**src/rtl/rf_wb_arbiter.sv**
```systemverilog
// rf_wb_arbiter: shares the single register-file write port between the ALU (port 0)
// and the LSU (port 1), and keeps a pending-write scoreboard for RAW hazard checks.
// Latency: a grant at edge N drives the write-port outputs from the cycle after edge N.
// Backpressure: readyN is combinational; a requester holds valid/addr/data until it is granted.
//
// Ports:
//   clk_i, reset                        clock (rising edge), synchronous active-high reset
//   req0_* / req1_*                     valid/ready write-back requests (ALU, LSU)
//   issue_valid_i, issue_rd_i           issued instruction that will write issue_rd_i
//   a1_i, a2_i -> busy1_o, busy2_o      scoreboard lookups for the two read addresses
//   rf_a3_o, rf_wd3_o, rf_we3_o         register-file write port
//   pending_o                           full scoreboard vector (debug)

module rf_wb_arbiter #(
  parameter int DATA_W = 32,
  parameter int ADDR_W = 5,
  parameter bit RR_EN  = 1'b1
) (
  input  logic                 clk_i,
  input  logic                 reset,

  input  logic                 req0_valid_i,
  output logic                 req0_ready_o,
  input  logic [ADDR_W-1:0]    req0_addr_i,
  input  logic [DATA_W-1:0]    req0_data_i,

  input  logic                 req1_valid_i,
  output logic                 req1_ready_o,
  input  logic [ADDR_W-1:0]    req1_addr_i,
  input  logic [DATA_W-1:0]    req1_data_i,

  input  logic                 issue_valid_i,
  input  logic [ADDR_W-1:0]    issue_rd_i,

  input  logic [ADDR_W-1:0]    a1_i,
  input  logic [ADDR_W-1:0]    a2_i,
  output logic                 busy1_o,
  output logic                 busy2_o,

  output logic [ADDR_W-1:0]    rf_a3_o,
  output logic [DATA_W-1:0]    rf_wd3_o,
  output logic                 rf_we3_o,

  output logic [2**ADDR_W-1:0] pending_o
);

  localparam int NREG = 2**ADDR_W;

  // One write-back transaction: destination register plus data.
  typedef struct packed {
    logic [ADDR_W-1:0] addr;
    logic [DATA_W-1:0] data;
  } wb_t;

  // --------------------------------------------------------------------------
  // State
  // --------------------------------------------------------------------------
  logic            rr_ptr;        // port preferred when both request
  logic [NREG-1:0] pending;       // scoreboard: write outstanding per register
  wb_t             out_wb;        // registered write-port address/data
  logic            out_we;        // registered write-port enable

  // --------------------------------------------------------------------------
  // Arbitration
  // --------------------------------------------------------------------------
  logic gnt0;
  logic gnt1;
  logic any_gnt;
  wb_t  req0_wb;
  wb_t  req1_wb;
  wb_t  win_wb;

  assign req0_wb = '{addr: req0_addr_i, data: req0_data_i};
  assign req1_wb = '{addr: req1_addr_i, data: req1_data_i};

  // Reset forces both grants low so nothing is accepted (or cleared in the
  // scoreboard) while reset is asserted.
  always_comb begin
    gnt0 = 1'b0;
    gnt1 = 1'b0;
    if (!reset) begin
      if (req0_valid_i && req1_valid_i) begin
        // Fixed priority collapses to "port 0 always wins".
        if (RR_EN && rr_ptr) begin
          gnt1 = 1'b1;
        end else begin
          gnt0 = 1'b1;
        end
      end else if (req0_valid_i) begin
        gnt0 = 1'b1;
      end else if (req1_valid_i) begin
        gnt1 = 1'b1;
      end
    end
  end

  assign any_gnt      = gnt0 | gnt1;
  assign win_wb       = gnt1 ? req1_wb : req0_wb;
  assign req0_ready_o = gnt0;
  assign req1_ready_o = gnt1;

  // After serving port k the other port becomes preferred; idle cycles hold.
  always_ff @(posedge clk_i) begin
    if (reset) begin
      rr_ptr <= 1'b0;
    end else if (any_gnt) begin
      rr_ptr <= ~gnt1;
    end
  end

  // --------------------------------------------------------------------------
  // Register-file write port
  // --------------------------------------------------------------------------
  // A grant to register 0 completes the handshake but never writes, because
  // register 0 is hard-wired to zero. Address/data hold when idle so the
  // write port does not toggle needlessly.
  always_ff @(posedge clk_i) begin
    if (reset) begin
      out_we <= 1'b0;
      out_wb <= '0;
    end else begin
      out_we <= any_gnt && (win_wb.addr != '0);
      if (any_gnt) begin
        out_wb <= win_wb;
      end
    end
  end

  assign rf_we3_o = out_we;
  assign rf_a3_o  = out_wb.addr;
  assign rf_wd3_o = out_wb.data;

  // --------------------------------------------------------------------------
  // Pending-write scoreboard
  // --------------------------------------------------------------------------
  logic [NREG-1:0] set_vec;
  logic [NREG-1:0] clr_vec;
  logic [NREG-1:0] pending_nxt;

  always_comb begin
    set_vec = '0;
    clr_vec = '0;
    if (issue_valid_i) begin
      set_vec[issue_rd_i] = 1'b1;
    end
    // Cleared at the grant, not at the later register-file write, so the
    // bypass/issue logic sees the register as free one cycle earlier.
    if (any_gnt) begin
      clr_vec[win_wb.addr] = 1'b1;
    end
    // A same-edge issue means a newer writer is in flight: set beats clear.
    pending_nxt    = (pending & ~clr_vec) | set_vec;
    pending_nxt[0] = 1'b0;
  end

  always_ff @(posedge clk_i) begin
    if (reset) begin
      pending <= '0;
    end else begin
      pending <= pending_nxt;
    end
  end

  assign pending_o = pending;

  // Lookups reflect the registered state only; a grant in the current cycle
  // is not forwarded. pending[0] is always 0, so querying r0 is never busy.
  assign busy1_o = pending[a1_i];
  assign busy2_o = pending[a2_i];

endmodule
```
**config.mk**
```make
export PLATFORM = sky130hd
export DESIGN_NAME = rf_wb_arbiter
export DESIGN_NICKNAME = d
export VERILOG_FILES = /design/src/rtl/rf_wb_arbiter.sv
export SDC_FILE = /design/constraint.sdc
export NUM_CORES = 1
export LEC_CHECK = 0
export ABC_AREA = 0
export CAP_MARGIN = 10
export CORE_MARGIN = 2
export CORE_UTILIZATION = 44
export CTS_BUF_LIST = sky130_fd_sc_hd__clkbuf_8
export DETAILED_ROUTE_END_ITERATION = 8
export PLACE_DENSITY = 0.95
export REMOVE_ABC_BUFFERS = 1
export SYNTH_ARGS = -nofsm -noshare
export SYNTH_HDL_FRONTEND = slang
export SYNTH_SLANG_ARGS = --single-unit
```
**constraint.sdc**
```tcl
create_clock -name clk_i -period 2.3 [get_ports clk_i]
set_clock_uncertainty 0.2 [all_clocks]
set_input_delay 0.23 -clock clk_i [delete_from_list [all_inputs] [get_ports clk_i]]
set_output_delay 0.23 -clock clk_i [all_outputs]
set_load 0.01 [all_outputs]
```
### Yosys cells after proc, flatten, opt, wreduce, memory -nomap -nowiden

Index checks and enable logic that the tools add are counted.
Widths: inputs -> output; s select.

* magnitude comparators: 6
* muxes and demuxes: 20
* bitwise operators: 5
* reductions and logical operators: 5

Operators with widths (count)
* $mux 32: 2
* $mux 37: 1
* $and 32x32->32: 1
* $not 32->32: 1
* $or 32x32->32: 1
* $lt 5x6->1 const B: 4
* $mux 1: 13
* $bmux 1 s5: 2
* $demux 1 s5: 2
* $ge 5x1->1 const B: 2
* $reduce_bool 5->1: 1
* $logic_and 1x1->1: 4
* $not 1->1: 1
* $or 1x1->1: 1

* register bits: 71
* input bits: 94
* word-level logic and storage cells: 42

### Longest topological paths before layout

Gate-level depths: netlist of the first run.

* depth in word-level cells: 13
* mapped depth: 8
* depth with buffers taken out: 4

### Least setup slack after synthesis of the first run

OpenSTA, ideal clock, no wires.

* path type: in2out
* start point: input port a1_i[0]
* end point: output port busy1_o
* data arrival time: 1588 ps
* data required time: 1870 ps
* path slack: 282 ps
* stages: 4
* path buffers: 1
* path through: buf_6 mux4_1 and4b_1 or4_1

* word-level cells in the longest chain between the ends: 2

Ends and longest elaborated chain
* start, declared: RTL line 35 `input logic [ADDR_W-1:0] a1_i,`
* $bmux 1 s5: RTL line 168 `assign busy1_o = pending[a1_i];`
* $mux 1 (not written as such): RTL line 168
* end, declared: RTL line 37 `output logic busy1_o,`

Every way passes these cells. The select of a mux whose other input is x is not followed.

### Worst setup path after layout of the first run

* start point: register pending[30], in the netlist pending_o[30]
* end point: output port busy1_o

* word-level cells in the longest chain between the ends: 2

Ends and longest elaborated chain
* start, declared: RTL line 59 `logic [NREG-1:0] pending;`
* start signal, assigned: RTL line 160 `pending <= pending_nxt;`
* $bmux 1 s5: RTL line 168
* $mux 1 (not written as such): RTL line 168

Every way passes these cells. The select of a mux whose other input is x is not followed.

==> flow_summary.yaml, run 1 <==
route:
  ant_nets: 0
  drt_iter0_drc: 213
  first_pass_iters: 4
  drc: 0
  vias_per_cell: 5.851
  wl_per_cell_um: 18.33
  vias: 4371
  totalWireLength_um: 13690
setup_path:
  path_cells: "mux4_2 > nand3_2 > nand4_1 > or4_1 > buf_2"
  cp.required_ns: 1.87
  reg2reg_from: "rr_ptr"
  critPathMaxFanout: 3
  critical_path_class: "reg2out"
  max_stage_delay_ns: 0.49
  critical_path_arrival_ns: 2.02
  slowest_stage: "mux4_2"
  worstSetupStartpoint: "pending_o[30]"
  endpoint_kind: "output pin"
  cp-start-kind: "register"
clocking:
  cts_made_buffers: 9
  clock_latency_ns: 0.34
  clock-sinks: 70
  root_buffer: "clkbuf_8"
  cts.clk_slew.worst_paths_ns: 0.08
  cts_tree: "built"
  htreeDepth: 3
  cts_buffer_depth: 2
logic_synthesis:
  ys_seq_area_frac: 0.3661
  synth.ff_latch_count: 70
  synthMostInstantiatedCell: "nand2_1"
  ys_types: 43
  synth_top_cell_area_share: 0.3661
  async_reset_ff_frac: 0
  synth_cells: 419
  synth_area_um2: 3827
  ys_warn_count: 0
  synth_edf_count: 0
  synth_top_area_cell: "dfxtp_1"
  synth-main-ff-cell: "dfxtp_1"
  avgSynthCellArea_um2: 9.135
  synth.area.top_cells: "dfxtp_1, mux2i_1, a311oi_1, nand2_1, o21ai_0"
  synth.top_cells.by_count: "nand2_1, dfxtp_1, o21ai_0"
global_route:
  antenna_found_initial: 0
  grt_pass1_wl_um: 22020
  gr-usage-met1: 0.3115
  met2_usage: 0.5160
  grt_max_degree: 37
  grt_util_all_layers: 0.2872
  first_global_vias: 4508
  grt_use_met3: 0.08129
  busiest_layer: "met2"
  overflow: 0
outcome:
  outcome: "complete, but fails checks"
  failed_checks: "negative setup slack"
timing:
  hold_slack_ns: 0.2536
  grt_setup_unrepaired: "yes"
  period_needed_ns: 2.451
  max_slew_margin: 0.6208
  fin_ws_ns: -0.1514
  post-route-period-util: 1.066
  finalSetupViolCount: 2
  hold_viol: 0
  fmax_mhz: 407.9
  slew_viol_final: 0
  tightest_slew_ns: 0.5645
finish:
  nNetsFinal: 728
  post-route-cell-area_um2: 6284
  drive_gt1_frac: 0.2066
  antenna_cells: 0
  final_core_util: 0.7312
  area_delta_synth_final_pct: 64.17
worst_hold_path:
  min-delay-path-class: "reg2reg"
  hold_start: "rf_a3_o[2]"
placed_design:
  numPortBuffers: 166
  dp_hpwl_um: 10640
  gp_congestion: 0.9275
  dpl_cell_area_um2: 6016
power:
  power_density_nw_per_um2: 507.7
  p_leak_nw: 2.516
  vdd_drop_max_v: 0.0003727
die:
  die_h_um: 97.27
  num_io_pins: 168
  initial_core_util: 0.4454
  row_count: 34
  core_area_um2: 8593
  die_area_um2: 9460
  die_x_um: 97.27
flow_run:
  max_cap_viol_count: 0
==> cell type report <==
type | count | area, um2
Timing Repair Buffer | 242 | 2248
Clock buffer | 9 | 123.9
Tap cell | 108 | 135.1
Clock inverter | 7 | 113.9
Multi-Input combinational cell | 307 | 2235
Inverter | 4 | 15.01
Fill cell | 577 | 2310
Sequential cell | 70 | 1413
==> kinds of logic (layout without fill, tap and decap cells) <==
| family | after synthesis | after routing | share of synthesized area |
|---|---|---|---|
| AOI/OAI and AO/OA | 129 | 129 | 0.2174 |
| and+or+nand+nor | 125 | 125 | 0.1706 |
| DFF | 70 | 70 | 0.3661 |
| muxes | 52 | 52 | 0.1883 |
| buffers and inverters | 42 | 262 | 0.05655 |
| other | 1 | 1 | 0.0009798 |
==> stage by stage <==
| stage | power (mW) | setup slack (ns) | setup TNS, ns | std cells |
|---|---|---|---|---|
| floorplan | 1.551 | -0.5535 | -18.31 | 381 |
| global placement | 1.985 | -0.6900 | -3.401 | 729 |
| detailed placement | 2.011 | -0.7330 | -5.095 | 729 |
| CTS | 3.188 | -0.1390 | -0.2567 | 747 |
| global route | 3.301 | -0.1797 | -0.3441 | 747 |
| finish | 3.190 | -0.1514 | -0.2809 | 747 |
==> repair_timing <==
action,in CTS,in global routing
setup buffers,2,0
resized for setup,33,6
hold buffers,0,0
endpoints found under the setup margin,2,13
pin swaps,2,1
==> worst max-delay path, delay by kind of cell, from the launching register on <==
kind / cells / cell delay (ns)
flip-flops: 1 / 0.34
AND/OR/NAND/NOR: 3 / 0.69
multiplexers: 1 / 0.49
buffers and inverters: 1 / 0.15
==> registers in the layout (all words and copies together), names as in the netlist <==
signal,flops
rf_wd3_o,32
pending_o,31
rf_a3_o,5
rf_we3_o,1
rr_ptr,1
==> layout by cell type (no fill, tap or decap), types with 4 or more instances in the layout <==
cell type / instances
nand2_1: 70
a311oi_1: 31
nor2_1: 4
nand4b_1: 6
mux2i_1: 36
a21oi_1: 35
or4_1: 4
and2b_2: 4
dlygate4sd2_1: 5
nor3b_1: 4
dfxtp_2: 9
clkbuf_8: 9
buf_4: 72
o21ai_0: 40
mux4_2: 12
nor2b_1: 6
a22oi_1: 4
dfxtp_1: 61
nand4_1: 6
clkdlybuf4s50_1: 158
==> layer usage <==
metal  part of all wire  wire length (um)
met1               0.36              4894
met4              0.042               576
met3              0.098              1345
met5                  0                 0
met2               0.50              6876
==> path summary, 6_finish.rpt <==
path	end	slack, ns	depth (start not counted)
max reg2reg	pending_o[25]	0.31	6
min reg2reg	rf_a3_o[2]	0.25	1
max	busy1_o	-0.15	5
min	rf_a3_o[2]	0.25	1
==> power by group <==
| part | total (mW) | switching [mW] | internal (mW) |
|---|---|---|---|
| registers | 1.30 | 0.0339 | 1.27 |
| logic | 0.694 | 0.301 | 0.392 |
| clock network | 1.19 | 0.478 | 0.714 |
| total | 3.19 | 0.813 | 2.38 |
No activity file was read; power rests on OpenSTA's default activity.
==> run 2: changes to the inputs <==
- CORE_UTILIZATION: 44 -> 30
- PLACE_DENSITY: 0.95 -> 0.73
- SKIP_LAST_GASP: unset -> 1
==> flow_summary.yaml, run 2 (same netlist as run 1, synthesis figures left out) <==
setup_path:
  path_cells: "mux4_1 > inv_1 > a2111oi_0 > or4_4 > buf_6"
  r2r_end: "pending_o[24]"
  critPathMaxFanout: 3
  endpoint_kind: "output pin"
  cp.required_ns: 1.87
  reg2reg_from: "rr_ptr"
  critical_path_arrival_ns: 2.04
  cp_top_family: "simple AND/OR/NAND/NOR gates"
  r2r_slack_ns: 0.37
  reg2reg_depth: 6
  critical_path_class: "reg2out"
  max_stage_delay_ns: 0.55
  cp-start-kind: "register"
  cp_num_buf_inv: 2
  slowest_stage: "or4_4"
route:
  totalWireLength_um: 13460
  vias: 4194
  drc: 0
  wl_per_cell_um: 16.48
  vias_per_cell: 5.133
  ant_nets: 0
  first_pass_iters: 5
  drt_iter0_drc: 113
clocking:
  clock-sinks: 70
  cts.clk_slew.worst_paths_ns: 0.08
  root_buffer: "clkbuf_8"
  cts_buffer_depth: 2
  cts_tree: "built"
  htreeDepth: 3
  hold_buffers: 0
  cts_made_buffers: 9
  clock_latency_ns: 0.35
global_route:
  overflow: 0
  grt_max_degree: 35
  grt_pass1_wl_um: 20910
  grt_util_all_layers: 0.1977
  first_global_vias: 4102
  antenna_found_initial: 0
die:
  die_x_um: 117.0
  num_io_pins: 168
  initial_core_util: 0.3058
  die_h_um: 117.0
  die_area_um2: 13680
  core_area_um2: 12520
  row_count: 41
timing:
  slew_viol_final: 0
  fin_ws_ns: -0.1712
  tightest_slew_ns: 0.5726
  hold_viol: 0
  finalSetupViolCount: 2
  period_needed_ns: 2.471
  grt_setup_unrepaired: "yes"
  post-route-period-util: 1.074
  fmax_mhz: 404.7
  max_slew_margin: 0.6154
power:
  p_leak_nw: 2.558
  vdd_drop_max_v: 0.0002755
  power_density_nw_per_um2: 464.0
finish:
  largest_reg_flops: 32
  layout_common_cells: "clkdlybuf4s50_1, buf_4, nand2_1"
  post-route-cell-area_um2: 6379
  nNetsFinal: 735
  final_core_util: 0.5096
  area_delta_synth_final_pct: 66.66
  antenna_cells: 0
  final_common_cell: "clkdlybuf4s50_1"
  drive_gt1_frac: 0.2202
flow_run:
  max_cap_viol_count: 0
outcome:
  outcome: "complete, but fails checks"
  failed_checks: "negative setup slack"
placed_design:
  numPortBuffers: 166
  gp_congestion: 0.8767
  dp_hpwl_um: 10670
  pre_cts_ws_ns: -0.7731
  dpl_cell_area_um2: 6131
worst_hold_path:
  hold_start: "req1_valid_i"
  min-delay-path-class: "in2reg"
  whs_path_depth: 3
  holdPathEnd: "rr_ptr"
==> run 2: cell count changes in the layout (fill, tap and decap cells not counted), moves of 3 or more <==
cell / delta
dfxtp_1: -6
dfxtp_4: +3
dfxtp_2: +3
buf_4: +9
==> run 2: cell type report <==
class / instances / area [um2]
fill: 1186 / 6138
timing repair buffer: 249 / 2288
multi-input combinational: 307 / 2243
sequential: 70 / 1428
tap: 172 / 215.2
clock buffer: 10 / 137.6
clock inverter: 5 / 51.30
inverter: 4 / 15.01
==> run 2: report_power, final <==
| part | leakage [nW] | total (mW) | internal (mW) | switching [mW] |
|---|---|---|---|---|
| sequential | 0.582 | 1.30 | 1.27 | 0.0367 |
| combinational | 1.88 | 0.680 | 0.392 | 0.288 |
| clock | 0.0993 | 0.975 | 0.516 | 0.458 |
| total | 2.56 | 2.96 | 2.18 | 0.783 |
==> run 2: worst max-delay path by stage <==
| stage | end | startpoint | slack [ns] | depth (start not counted) |
|---|---|---|---|---|
| 3_3_place_gp | busy2_o | a2_i[0] | -0.73 | 5 |
| 5_1_grt | busy1_o | pending_o[6] | -0.24 | 5 |
| 2_1_floorplan | pending_o[25] | req1_valid_i | -0.55 | 4 |
| 6_report | busy1_o | pending_o[6] | -0.17 | 5 |
| 4_1_cts | busy2_o | pending_o[23] | -0.18 | 4 |
| 3_5_place_dp | busy2_o | a2_i[1] | -0.77 | 7 |
==> run 2: metrics by stage <==
stage | hold slack [ns] | TNS (ns) | cells | power [mW]
floorplan | 0.09907 | -18.31 | 381 | 1.551
global placement | 0.2336 | -1.407 | 801 | 1.995
detailed placement | 0.2410 | -3.830 | 801 | 2.012
CTS | 0.2581 | -0.3511 | 817 | 2.979
global route | 0.1782 | -0.4579 | 817 | 3.097
finish | 0.1555 | -0.3361 | 817 | 2.960
==> run 2: repair_timing <==
| item | in CTS | in global routing |
|---|---|---|
| buffers inserted | 1 | 0 |
| pin swaps | 8 | 8 |
| endpoints found under the setup margin | 2 | 3 |
| resized for setup | 32 | 14 |
==> run 2: layer usage <==
layer,vias up,track usage,share of wire
met4,0,0.07529,0.022
met2,237,0.3376,0.48
met3,20,0.06643,0.11
met1,1910,0.2300,0.39
li1,2027,-,-
met5,-,0,0
==> run 2: worst min-delay path: stages <==
cell and delay, ns:
dlymetal6s2s_1 0.23, nand2b_1 0.14, a21oi_1 0.06
==> run 3: changes to the inputs <==
- SKIP_CTS_REPAIR_TIMING: unset -> 1
==> flow_summary.yaml, run 3 (same netlist as run 1, synthesis figures left out) <==
timing:
  finalSetupViolCount: 2
  fin_ws_ns: -0.1757
  slew_viol_final: 0
  post-route-period-util: 1.076
  setup-tns-final_ns: -0.3157
  grt_setup_unrepaired: "yes"
  period_needed_ns: 2.476
  hold_viol: 0
  tightest_slew_ns: 0.5550
  fmax_mhz: 403.9
  max_slew_margin: 0.6272
outcome:
  failed_checks: "negative setup slack"
  outcome: "complete, but fails checks"
global_route:
  overflow: 0
  grt_util_all_layers: 0.1951
  antenna_found_initial: 0
  grt_pass1_wl_um: 20640
  grt_max_degree: 35
  first_global_vias: 4078
clocking:
  htreeDepth: 3
  clock_latency_ns: 0.34
  cts_made_buffers: 9
  cts_buffer_depth: 2
  cts_tree: "built"
  cts.clk_slew.worst_paths_ns: 0.07
  clock-sinks: 70
  root_buffer: "clkbuf_8"
power:
  cellInternalPower_mw: 2.181
  p_seq_frac: 0.443
  power_switching_uw: 774.0
  pwr-share-clk: 0.328
  finalPower_mw: 2.955
  vdd_drop_max_v: 0.0002757
  sw_frac_of_total: 0.2620
  p_leak_nw: 2.590
  comb_power_share: 0.229
  power_density_nw_per_um2: 464.6
route:
  drt_iter0_drc: 131
  vias_per_cell: 5.096
  ant_nets: 0
  wl_per_cell_um: 16.27
  vias: 4158
  first_pass_iters: 4
  drc: 0
  totalWireLength_um: 13280
setup_path:
  endpoint_kind: "output pin"
  critical_path_class: "reg2out"
  cp.required_ns: 1.87
  slowest_stage: "or4_1"
  cp-start-kind: "register"
  max_stage_delay_ns: 0.53
  critical_path_arrival_ns: 2.05
  critPathMaxFanout: 3
  path_cells: "mux4_1 > inv_1 > a2111oi_1 > or4_1 > buf_2"
  r2r_slack_ns: 0.36
finish:
  final_core_util: 0.5081
  multiInputGateArea_um2: 2230
  post-route-cell-area_um2: 6360
  drive_gt1_frac: 0.2034
  nNetsFinal: 734
  layout_common_cells: "clkdlybuf4s50_1, buf_4, nand2_1"
  final.fill_count: 1188
  final_common_cell: "clkdlybuf4s50_1"
  seq_area_um2: 1415
  antenna_cells: 0
  area_delta_synth_final_pct: 66.17
  largest_reg_flops: 32
placed_design:
  numPortBuffers: 166
  dpl_cell_area_um2: 6131
  pre_cts_ws_ns: -0.7731
  dp_hpwl_um: 10670
  gp_congestion: 0.8767
die:
  row_count: 41
  die_area_um2: 13680
  initial_core_util: 0.3058
  die_h_um: 117.0
  core_area_um2: 12520
  num_io_pins: 168
  die_x_um: 117.0
worst_hold_path:
  min-delay-path-class: "in2reg"
flow_run:
  max_cap_viol_count: 0
## run 3: changes by cell type in the layout (fill, tap and decap cells not counted), sizes merged
cell | previous run | this run
buf | 85 | 84
dlygate4sd2 | 4 | 0
dlymetal6s2s | 2 | 6
## run 3: worst max-delay path, delay by kind of cell (launching register included)
family	cells	cell delay (ns)
AND/OR/NAND/NOR	1	0.53
multiplexers	1	0.51
buffers and inverters	2	0.24
AO/OA/AOI/OAI	1	0.08
flip-flops	1	0.33
## run 3: area by class of cell
type                    count  share of cell area
multi-input cells         307              0.3506
well taps                 172             0.03384
clock buffers              10             0.02164
inverters                   4            0.002361
flip-flops and latches     70              0.2225
repair buffers            248              0.3610
clock inverters             5            0.008066
## run 3: metrics by stage
| step | hold slack, ns | cells |
|---|---|---|
| 2_1_floorplan | 0.09907 | 381 |
| 3_3_place_gp | 0.2336 | 801 |
| 3_5_place_dp | 0.2410 | 801 |
| 4_1_cts | 0.2581 | 816 |
| 5_1_grt | 0.1782 | 816 |
| 6_report | 0.1649 | 816 |
## run 3: power by group through the flow
stage	clock (mW)	sequential, mW	combinational, mW
floorplan	0	1.36	0.196
global placement	0	1.33	0.662
detailed placement	0	1.33	0.678
CTS	0.991	1.31	0.679
global route	1.05	1.31	0.733
finish	0.970	1.31	0.677
## run 3: path summary, 6_finish.rpt
path	start	end	depth (start not counted)
worst max-delay path	pending_o[5]	busy2_o	5
worst min-delay path	req1_valid_i	rr_ptr	3
worst max register to register	rr_ptr	pending_o[24]	6
worst min register to register	rf_wd3_o[27]	rf_wd3_o[27]	2
## run 3: routing by layer
layer	routed length (um)	track usage	vias up	part of all wire
met2	6452	0.3341	203	0.49
met1	5267	0.2272	1918	0.40
met3	1402	0.06437	8	0.11
li1	-	-	2029	-
met5	0	0	-	0
met4	157	0.07373	0	0.012
